--- src/rtl/mtimer_deadline_sched.sv ---
// Deadline scheduler for the mtimer: keeps mtimecmp on the earliest armed slot,
// retires that slot as an event on timer_irq_i, and drives the timer over APB.
//
// state  | meaning
// INIT   | single CTRL write (enable + prescaler) after reset
// IDLE   | evaluate fire / reprogram decisions
// WR     | three-write mtimecmp update (HI=ones, LO, HI)
// SETTLE | one cycle for the timer irq to reflect the new compare
module mtimer_deadline_sched #(
  parameter int unsigned NUM_SLOTS  = 4,
  parameter logic [31:0] TIMER_BASE = 32'h0000_0000,
  parameter logic [2:0]  PRESCALER  = 3'd0,
  localparam int unsigned SW        = $clog2(NUM_SLOTS)
) (
  input  logic          clk_i,
  input  logic          rst_ni,
  input  logic          arm_valid_i,
  output logic          arm_ready_o,
  input  logic [SW-1:0] arm_slot_i,
  input  logic [63:0]   arm_deadline_i,
  input  logic          cancel_i,
  input  logic [SW-1:0] cancel_slot_i,
  output logic          evt_valid_o,
  output logic [SW-1:0] evt_slot_o,
  input  logic          evt_ready_i,
  input  logic          timer_irq_i,
  output logic          psel_o,
  output logic          penable_o,
  output logic          pwrite_o,
  output logic [31:0]   paddr_o,
  output logic [31:0]   pwdata_o,
  input  logic          pready_i,
  input  logic          pslverr_i,
  output logic          busy_o,
  output logic          err_o
);

  localparam logic [31:0] ADDR_CMP_LO = TIMER_BASE + 32'h08;
  localparam logic [31:0] ADDR_CMP_HI = TIMER_BASE + 32'h0C;
  localparam logic [31:0] ADDR_CTRL   = TIMER_BASE + 32'h10;
  localparam logic [31:0] CTRL_INIT   = {21'h0, PRESCALER, 7'h0, 1'b1};

  typedef enum logic [1:0] {S_INIT, S_IDLE, S_WR, S_SETTLE} state_e;

  state_e                state_q, state_d;
  logic                  psel_q, psel_d, penable_q, penable_d;
  logic [31:0]           paddr_q, paddr_d, pwdata_q, pwdata_d;
  logic [1:0]            wr_idx_q, wr_idx_d;
  logic                  err_q, err_d;
  logic                  evt_valid_q, evt_valid_d;
  logic [SW-1:0]         evt_slot_q, evt_slot_d;
  logic [63:0]           tgt_dl_q, tgt_dl_d;
  logic [SW-1:0]         tgt_slot_q, tgt_slot_d;
  logic                  tgt_valid_q, tgt_valid_d;
  logic [63:0]           prog_dl_q, prog_dl_d;
  logic [SW-1:0]         prog_slot_q, prog_slot_d;
  logic                  prog_valid_q, prog_valid_d;
  logic [NUM_SLOTS-1:0]  valid_q, valid_d;
  logic [63:0]           dl_q [NUM_SLOTS];
  logic [63:0]           dl_d [NUM_SLOTS];

  logic [63:0]           min_dl;
  logic [SW-1:0]         min_slot;
  logic                  min_found;
  logic                  fire, mismatch;

  // Strict less-than keeps the lowest index on equal deadlines.
  always_comb begin
    min_dl    = '1;
    min_slot  = '0;
    min_found = 1'b0;
    for (int i = 0; i < NUM_SLOTS; i++) begin
      if (valid_q[i] && (!min_found || dl_q[i] < min_dl)) begin
        min_dl    = dl_q[i];
        min_slot  = SW'(i);
        min_found = 1'b1;
      end
    end
  end

  assign fire = timer_irq_i && prog_valid_q && valid_q[prog_slot_q] &&
                (dl_q[prog_slot_q] == prog_dl_q) && !evt_valid_q;
  assign mismatch = {min_dl, min_found} != {prog_dl_q, prog_valid_q};

  always_comb begin
    state_d      = state_q;
    psel_d       = psel_q;
    penable_d    = penable_q;
    paddr_d      = paddr_q;
    pwdata_d     = pwdata_q;
    wr_idx_d     = wr_idx_q;
    err_d        = err_q;
    evt_valid_d  = evt_valid_q;
    evt_slot_d   = evt_slot_q;
    tgt_dl_d     = tgt_dl_q;
    tgt_slot_d   = tgt_slot_q;
    tgt_valid_d  = tgt_valid_q;
    prog_dl_d    = prog_dl_q;
    prog_slot_d  = prog_slot_q;
    prog_valid_d = prog_valid_q;
    valid_d      = valid_q;
    dl_d         = dl_q;

    if (psel_q && penable_q && pready_i && pslverr_i) err_d = 1'b1;
    if (evt_valid_q && evt_ready_i) evt_valid_d = 1'b0;

    case (state_q)
      S_INIT: begin
        if (!psel_q) begin
          psel_d   = 1'b1;
          paddr_d  = ADDR_CTRL;
          pwdata_d = CTRL_INIT;
        end else if (!penable_q) begin
          penable_d = 1'b1;
        end else if (pready_i) begin
          psel_d    = 1'b0;
          penable_d = 1'b0;
          state_d   = S_IDLE;
        end
      end
      S_IDLE: begin
        if (fire) begin
          evt_valid_d           = 1'b1;
          evt_slot_d            = prog_slot_q;
          valid_d[prog_slot_q]  = 1'b0;
          prog_valid_d          = 1'b0;
        end else if (mismatch) begin
          tgt_dl_d    = min_dl;
          tgt_slot_d  = min_slot;
          tgt_valid_d = min_found;
          wr_idx_d    = 2'd0;
          psel_d      = 1'b1;
          penable_d   = 1'b0;
          paddr_d     = ADDR_CMP_HI;
          pwdata_d    = 32'hFFFF_FFFF;
          state_d     = S_WR;
        end
      end
      S_WR: begin
        if (!penable_q) begin
          penable_d = 1'b1;
        end else if (pready_i) begin
          penable_d = 1'b0;
          case (wr_idx_q)
            2'd0: begin
              paddr_d  = ADDR_CMP_LO;
              pwdata_d = tgt_dl_q[31:0];
              wr_idx_d = 2'd1;
            end
            2'd1: begin
              paddr_d  = ADDR_CMP_HI;
              pwdata_d = tgt_dl_q[63:32];
              wr_idx_d = 2'd2;
            end
            default: begin
              psel_d       = 1'b0;
              prog_dl_d    = tgt_dl_q;
              prog_slot_d  = tgt_slot_q;
              prog_valid_d = tgt_valid_q;
              state_d      = S_SETTLE;
            end
          endcase
        end
      end
      S_SETTLE: state_d = S_IDLE;
      default:  state_d = S_INIT;
    endcase

    // Table writes apply in every state; cancel is applied last so it wins.
    if (arm_valid_i && arm_ready_o) begin
      valid_d[arm_slot_i] = 1'b1;
      dl_d[arm_slot_i]    = arm_deadline_i;
    end
    if (cancel_i) valid_d[cancel_slot_i] = 1'b0;
  end

  always_ff @(posedge clk_i or negedge rst_ni) begin
    if (!rst_ni) begin
      state_q      <= S_INIT;
      psel_q       <= 1'b0;
      penable_q    <= 1'b0;
      paddr_q      <= '0;
      pwdata_q     <= '0;
      wr_idx_q     <= '0;
      err_q        <= 1'b0;
      evt_valid_q  <= 1'b0;
      evt_slot_q   <= '0;
      tgt_dl_q     <= '1;
      tgt_slot_q   <= '0;
      tgt_valid_q  <= 1'b0;
      prog_dl_q    <= '1;
      prog_slot_q  <= '0;
      prog_valid_q <= 1'b0;
      valid_q      <= '0;
      for (int i = 0; i < NUM_SLOTS; i++) dl_q[i] <= '0;
    end else begin
      state_q      <= state_d;
      psel_q       <= psel_d;
      penable_q    <= penable_d;
      paddr_q      <= paddr_d;
      pwdata_q     <= pwdata_d;
      wr_idx_q     <= wr_idx_d;
      err_q        <= err_d;
      evt_valid_q  <= evt_valid_d;
      evt_slot_q   <= evt_slot_d;
      tgt_dl_q     <= tgt_dl_d;
      tgt_slot_q   <= tgt_slot_d;
      tgt_valid_q  <= tgt_valid_d;
      prog_dl_q    <= prog_dl_d;
      prog_slot_q  <= prog_slot_d;
      prog_valid_q <= prog_valid_d;
      valid_q      <= valid_d;
      for (int i = 0; i < NUM_SLOTS; i++) dl_q[i] <= dl_d[i];
    end
  end

  assign arm_ready_o = (state_q != S_INIT);
  assign busy_o      = (state_q != S_IDLE);
  assign evt_valid_o = evt_valid_q;
  assign evt_slot_o  = evt_slot_q;
  assign psel_o      = psel_q;
  assign penable_o   = penable_q;
  assign pwrite_o    = psel_q;
  assign paddr_o     = paddr_q;
  assign pwdata_o    = pwdata_q;
  assign err_o       = err_q;

endmodule
--- config.mk ---
export PLATFORM = sky130hd
export DESIGN_NAME = mtimer_deadline_sched
export DESIGN_NICKNAME = d
export VERILOG_FILES = /design/src/rtl/mtimer_deadline_sched.sv
export SDC_FILE = /design/constraint.sdc
export NUM_CORES = 1
export LEC_CHECK = 0
export CAP_MARGIN = 20
export CORE_ASPECT_RATIO = 0.5
export CORE_UTILIZATION = 50
export CTS_BUF_LIST = sky130_fd_sc_hd__clkbuf_8 sky130_fd_sc_hd__clkbuf_16
export DETAILED_ROUTE_END_ITERATION = 16
export PLACE_DENSITY = 0.69
export SLEW_MARGIN = 20
export SYNTH_ARGS = -nofsm -noshare
export SYNTH_HDL_FRONTEND = slang
export SYNTH_SLANG_ARGS = --single-unit
--- constraint.sdc ---
create_clock -name clk_i -period 11.4 [get_ports clk_i]
set_input_delay 1.71 -clock clk_i [delete_from_list [all_inputs] [get_ports clk_i]]
set_output_delay 1.71 -clock clk_i [all_outputs]
set_load 0.01 [all_outputs]
==> impl_metrics.csv, run 1 <==
group,metric,value,unit
global_route,gr-total-overflow,0,
cts,clkSinkCount,439,
place,place_congestion,1.05,
sta,timing.slew.headroom,12.1,%
logic_synthesis,synth_edf_count,0,
drt,routed_wl,103,mm
floorplanning,initial_core_util,50.9,%
worst_setup_path,critical_path.slowest_cell,"mux2i_1",
drt,num_vias,23100,
sta,clock-skew-final,0.0227,ns
worst_setup_path,critical_path_class,"register to register",
drt,post_drt_wl_per_cell,27.4,µm
sta,max_freq,89.7,MHz
logic_synthesis,syn-cell-area,0.0284,mm²
layout,seqCellArea,0.0112,mm²
cts,cts-root-buf,"clkbuf_16",
sta,fin_crit_sh,97.8,%
cts,cts_tree,"done",
cts,cts_hold_buf,0,
place,dp_hpwl,78.9,mm
global_route,track_usage,35.4,%
layout,n_fill_cell,4523,
global_route,grt_pass1_wl,150,mm
place,port-buffer-count,119,
min_path,min_to,"evt_slot_o[1]",
logic_synthesis,ys_types,83,
sta,tightestPinTransition,1.29,ns
worst_setup_path,ff2ff_path_depth,49,
logic_synthesis,seq_area_frac_synth,39.3,%
sta,fin_tns_setup,0,ns
layout,drive_gt1_share,34.6,%
global_route,grt_max_degree,161,
job,maxCapViolCount,0,
worst_setup_path,worstPathArrival,11.64,ns
worst_setup_path,rr_endpoint,"tgt_dl_q[13]",
worst_setup_path,cp_top_family,"compound AO/OA/AOI/OAI gates",
worst_setup_path,worst-endpoint-required,11.89,ns
cts,cts.htree.levels,2,
floorplanning,io_pins,149,
logic_synthesis,synth_ff_type,"dfrtp_1",
sta,slew_violations,0,
drt,route.detailed.vias_per_inst,6.17,
cts,clk_path_buf_depth,3,
logic_synthesis,yosys_warnings,0,
floorplanning,fp-row-count,61,
min_path,hold_depth,2,
layout,area_growth,21.4,%
run_status,status,"finished, final reports clean",
logic_synthesis,ys_seq_elements,439,
worst_setup_path,start_kind,"register",
floorplanning,fp.coreArea,0.0558,mm²
global_route,first_global_vias,22200,
cts,clk_latency,0.59,ns
cts,clk_pin_slew_worst_paths,0.07,ns
floorplanning,die_x,339,µm
sta,fin_hold_ws,0.474,ns
layout,final_nets,3218,
sta,post-route-min-period,11.14,ns
worst_setup_path,end_kind,"register",
logic_synthesis,syn_avg_cell_area,10.9,µm²
min_path,hold_path_class,"register to register",
min_path,hp-start,"evt_slot_o[1]",
sta,setup_viol,0,
drt,drt-pass1-iter-count,6,
sta,setup_ws,0.255,ns
logic_synthesis,netlist_instances,2607,
drt,drt_iter0_drc,2327,
sta,hold_violations,0,
place,post-place-ws,-0.487,ns
worst_setup_path,r2r-start,"valid_q[0]",
cts,cts_made_buffers,43,
drt,drc_errors,0,
worst_setup_path,rrSetupSlack,0.26,ns
logic_synthesis,ys_async_sr_fraction,100,%
floorplanning,die-area,0.0578,mm²
drt,antenna_left,0,
global_route,antenna_found_initial,3,
layout,multi_input_area,0.0164,mm²
worst_setup_path,cp_slowest_stage_delay,0.60,ns
worst_setup_path,cp_max_fo,27,
floorplanning,die_h,170,µm
worst_setup_path,crit_buf_inv,11,
-- layout make-up --
class	instances	share of cell area, %
Antenna cell	2	0.0145
Clock buffer	46	3.24
Clock inverter	32	0.919
Inverter	159	1.73
Multi-Input combinational cell	1877	47.6
Sequential cell	439	32.4
Tap cell	756	2.75
Timing Repair Buffer	432	11.3
-- how the worst max path moves through the flow --
stage,start,to,depth (start not counted)
6_report,valid_q[0],tgt_dl_q[13],49
2_1_floorplan,valid_q[0],pwdata_o[10],58
4_1_cts,valid_q[0],tgt_dl_q[13],48
3_3_place_gp,valid_q[0],tgt_dl_q[31],49
3_5_place_dp,valid_q[0],tgt_dl_q[18],48
5_1_grt,valid_q[0],tgt_dl_q[6],50
-- placed cells by master, fill, tap and decap left out, types with 8 or more instances in the layout --
master,n
ha_1,188
nor2b_1,90
nor4_1,17
inv_1,166
mux2i_1,49
buf_4,279
clkdlybuf4s50_1,118
buf_12,22
xor2_2,8
a21o_1,32
xor2_1,35
dfstp_2,128
a21oi_1,90
o21ai_0,183
a221oi_1,36
mux2_2,364
o21a_1,10
nand3_1,35
a31oi_1,16
buf_6,9
nor3_1,18
clkbuf_16,46
mux2i_2,11
mux2_1,35
a211oi_1,9
mux4_2,65
a22oi_1,10
clkinv_2,8
dfrtp_1,308
nor2_1,62
conb_1,29
o22ai_1,8
nand4_1,65
nand2_1,141
nand2b_1,30
o21ai_1,36
a2bb2oi_1,8
xnor2_1,41
-- state kept, by name (all words and copies together), names as in the netlist --
signal	count
prog_slot_q	2
prog_dl_q	64
prog_valid_q	1
evt_slot_o	2
tgt_valid_q	1
valid_q	4
wr_idx_q	2
paddr_o	3
state_q	2
dl_q	256
psel_o	1
pwdata_o	32
evt_valid_o	1
tgt_dl_q	64
err_o	1
tgt_slot_q	2
penable_o	1
-- through the flow --
step                      area (µm²)  util (%)  instances
after floorplan                28500         -       2635
after global placement         32300      57.8       3642
after detailed placement       32300      57.8       3642
after CTS                      33800      60.6       3725
after global routing           34500      61.7       3742
final                          34500      61.8       3743
-- kinds of logic after synthesis --
kind of cell    synth area share [%]
flops                           39.3
simple gates                    9.77
other cells                   0.0132
xor+xnor                        2.59
mux                             23.6
fa+ha+maj                       8.38
buf+inv                         5.04
compound gates                  11.4
-- synthesized netlist by cell type (10+ instances only) --
master	count	area share, %
buf_2	12	0.21
nand2b_1	30	0.66
mux4_2	65	5.2
dfrtp_1	311	27
nand4_1	65	1.4
buf_6	10	0.40
mux2i_1	67	2.4
nor4_1	19	0.42
ha_1	190	8.4
buf_1	17	0.22
nand2_1	141	1.9
a211oi_1	15	0.40
o21ai_0	192	3.4
buf_4	37	0.98
a22oi_1	10	0.26
nand3_1	37	0.65
mux2_1	36	1.4
dfstp_2	128	12
a21oi_1	94	1.7
a221oi_1	37	1.1
inv_1	159	2.1
xnor2_1	41	1.3
o21ai_1	30	0.53
xor2_1	43	1.3
nor2b_1	91	2.0
nor3_1	21	0.37
clkbuf_1	85	1.1
mux2_2	367	15
nor2_1	66	0.87
a31oi_1	16	0.35
o21a_1	10	0.26
a21o_1	33	0.87
-- worst reg2reg max path: cells and delay by family (launching register included) --
family	cells	cell delay, ns
compound gates	17	3.90
fa+ha+maj	3	0.84
buf+inv	11	1.72
flops	1	0.41
mux	3	1.23
simple gates	15	2.96
-- metal layers --
layer | vias to the layer above | global-route usage (%) | routed length [µm]
met2 | 991 | 49.7 | 41700
met3 | 104 | 15.2 | 13600
met1 | 11800 | 50.9 | 45800
li1 | 10200 | - | -
met4 | 0 | 5.78 | 1540
met5 | - | 0 | 0
-- timing repair --
action	in CTS	in global routing
resized for setup	16	95
buffers inserted	4	12
cloned	1	3
pin swaps	3	17
endpoints found under the setup margin	108	108
Power of run 1 is left out: the tool's default activity adds up to more than one toggle a clock period on the data nets, which glitch-free logic cannot reach.
==> run 2, diff against run 1 <==
- GPL_TIMING_DRIVEN: unset -> 1
- HOLD_SLACK_MARGIN: unset -> 0.06
==> results of run 2 <==
Final layout, timing and power as in run 1 (identical DEF).
Power of run 2 is left out for the same reason.
==> run 3, diff against run 2 <==
- CORE_UTILIZATION: 50 -> 56
- PLACE_DENSITY: 0.69 -> 0.76
- SLEW_MARGIN: 20 -> 40
==> run 3 against run 2 <==
  * Critical path depth increased by 3
  * Via count increased by 3.2%
  * Global-route usage increased by 4.6 points
  * Sequential cell count unchanged
  * Die area decreased by 11%
  * Clock skew increased by 0.018 ns
  * Critical path type unchanged
  * Highest routed layer is now met5
==> impl_metrics.csv, run 3 (same netlist as run 1, synthesis figures left out) <==
group,metric,value,unit
run_status,status,"finished, final reports clean",
worst_setup_path,crit_buf_inv,17,
min_path,hold_depth,1,
sta,hold_violations,0,
global_route,first_global_vias,22600,
global_route,gr-total-overflow,0,
drt,num_vias,23800,
drt,drt-pass1-iter-count,8,
sta,clock-skew-final,0.0406,ns
cts,clk_latency,0.60,ns
global_route,grt_max_degree,135,
floorplanning,die_x,320,µm
layout,drive_gt1_share,35.6,%
sta,setup_viol,0,
drt,antenna_left,0,
floorplanning,die_h,161,µm
worst_setup_path,r2r-start,"valid_q[0]",
sta,fin_tns_setup,0,ns
worst_setup_path,cp_slowest_stage_delay,0.61,ns
min_path,min_to,"pwdata_o[4]",
cts,cts_hold_buf,0,
min_path,hp-start,"pwdata_o[4]",
layout,layout_common_cells,"mux2_2 (365), dfrtp_1 (308), buf_4 (275), ha_1 (185), inv_1 (171)",
layout,antenna_cells,0,
sta,timing.slew.headroom,40.1,%
floorplanning,fp-row-count,57,
worst_setup_path,critical_path.slowest_cell,"mux2i_1",
floorplanning,initial_core_util,57.6,%
layout,largest_reg_flops,256,
sta,max_freq,88.0,MHz
worst_setup_path,worst-endpoint-required,11.85,ns
worst_setup_path,critical_path_class,"register to register",
worst_setup_path,rr_endpoint,"pwdata_o[14]",
layout,largestRegisters,"dl_q (256), prog_dl_q (64), tgt_dl_q (64)",
worst_setup_path,cp_max_fo,16,
place,port-buffer-count,119,
cts,clk_path_buf_depth,3,
worst_setup_path,end_kind,"register",
cts,cts-root-buf,"clkbuf_16",
worst_setup_path,cp_top_family,"compound AO/OA/AOI/OAI gates",
global_route,antenna_found_initial,3,
drt,route.detailed.vias_per_inst,6.49,
global_route,grt_pass1_wl,151,mm
drt,post_drt_wl_per_cell,28.8,µm
worst_setup_path,ff2ff_path_depth,52,
cts,cts_tree,"done",
sta,tightestPinTransition,0.898,ns
cts,clkSinkCount,439,
worst_setup_path,rrSetupSlack,0.03,ns
drt,drc_errors,0,
floorplanning,fp.coreArea,0.0493,mm²
sta,slew_violations,0,
worst_setup_path,start_kind,"register",
worst_setup_path,worstPathArrival,11.82,ns
layout,area_growth,22.4,%
cts,clk_pin_slew_worst_paths,0.07,ns
cts,cts_made_buffers,41,
drt,drt_iter0_drc,2843,
layout,regMostFlops,"dl_q",
sta,fin_crit_sh,99.7,%
drt,routed_wl,106,mm
global_route,track_usage,40.1,%
floorplanning,die-area,0.0516,mm²
floorplanning,io_pins,149,
place,dp_hpwl,79.3,mm
job,maxCapViolCount,0,
min_path,hold_path_class,"register to register",
sta,post-route-min-period,11.37,ns
cts,cts.htree.levels,2,
layout,final_nets,3226,
layout,final_common_cell,"mux2_2",
worst_setup_path,cpMostUsedCell,"buf_4",
place,place_congestion,1.08,
## run 3: cell types whose count changed in the layout (fill, tap and decap cells not counted), sizes merged, moves of 3 or more
cell    before  now
buf        311  314
clkbuf      49   60
clkinv      12    7
inv        170  173
## run 3: worst max path at each step
stage	from	end	slack (ns)	cells past startpoint
after CTS	valid_q[0]	tgt_dl_q[20]	0.02	47
final	valid_q[0]	pwdata_o[14]	0.03	52
after floorplan	valid_q[0]	pwdata_o[10]	0.26	58
after detailed placement	valid_q[0]	tgt_dl_q[52]	-0.57	47
after global routing	valid_q[0]	tgt_slot_q[0]	-0.17	54
after global placement	valid_q[0]	tgt_dl_q[58]	-0.57	46
## run 3: layer usage
layer / up-vias / share of wire [%] / track usage [%]
li1: 10200 / - / -
met1: 12100 / 43 / 59.1
met2: 1373 / 40 / 55.4
met3: 158 / 15 / 16.1
met4: 4 / 2.0 / 7.39
met5: - / 0.020 / 0
## run 3: final cells by class
cell class	count	area, µm²
Fill cell	3608	14600
Timing Repair Buffer	443	4200
Sequential cell	439	11200
Clock inverter	26	203
Inverter	159	597
Multi-Input combinational cell	1876	16500
Tap cell	678	848
Clock buffer	49	1170
## run 3: through the flow
stage          cells  setup WS [ns]  hold WS, ns  utilization (%)  cell area, µm²
2_1_floorplan   2635          0.256        0.466                -           28500
4_1_cts         3619         0.0172        0.488             67.9           33500
3_5_place_dp    3543         -0.572        0.474             65.1           32100
5_1_grt         3670         -0.166        0.505             70.5           34700
6_report        3670         0.0299        0.486             70.5           34700
3_3_place_gp    3542         -0.572        0.451             65.0           32000
## run 3: repair_timing
item / CTS / global route
endpoints found under the setup margin: 108 / 108
buffers inserted: 1 / 40
pin swaps: 1 / 24
cloned: 0 / 11
gates resized for setup: 8 / 144
Power of run 3 is left out for the same reason.
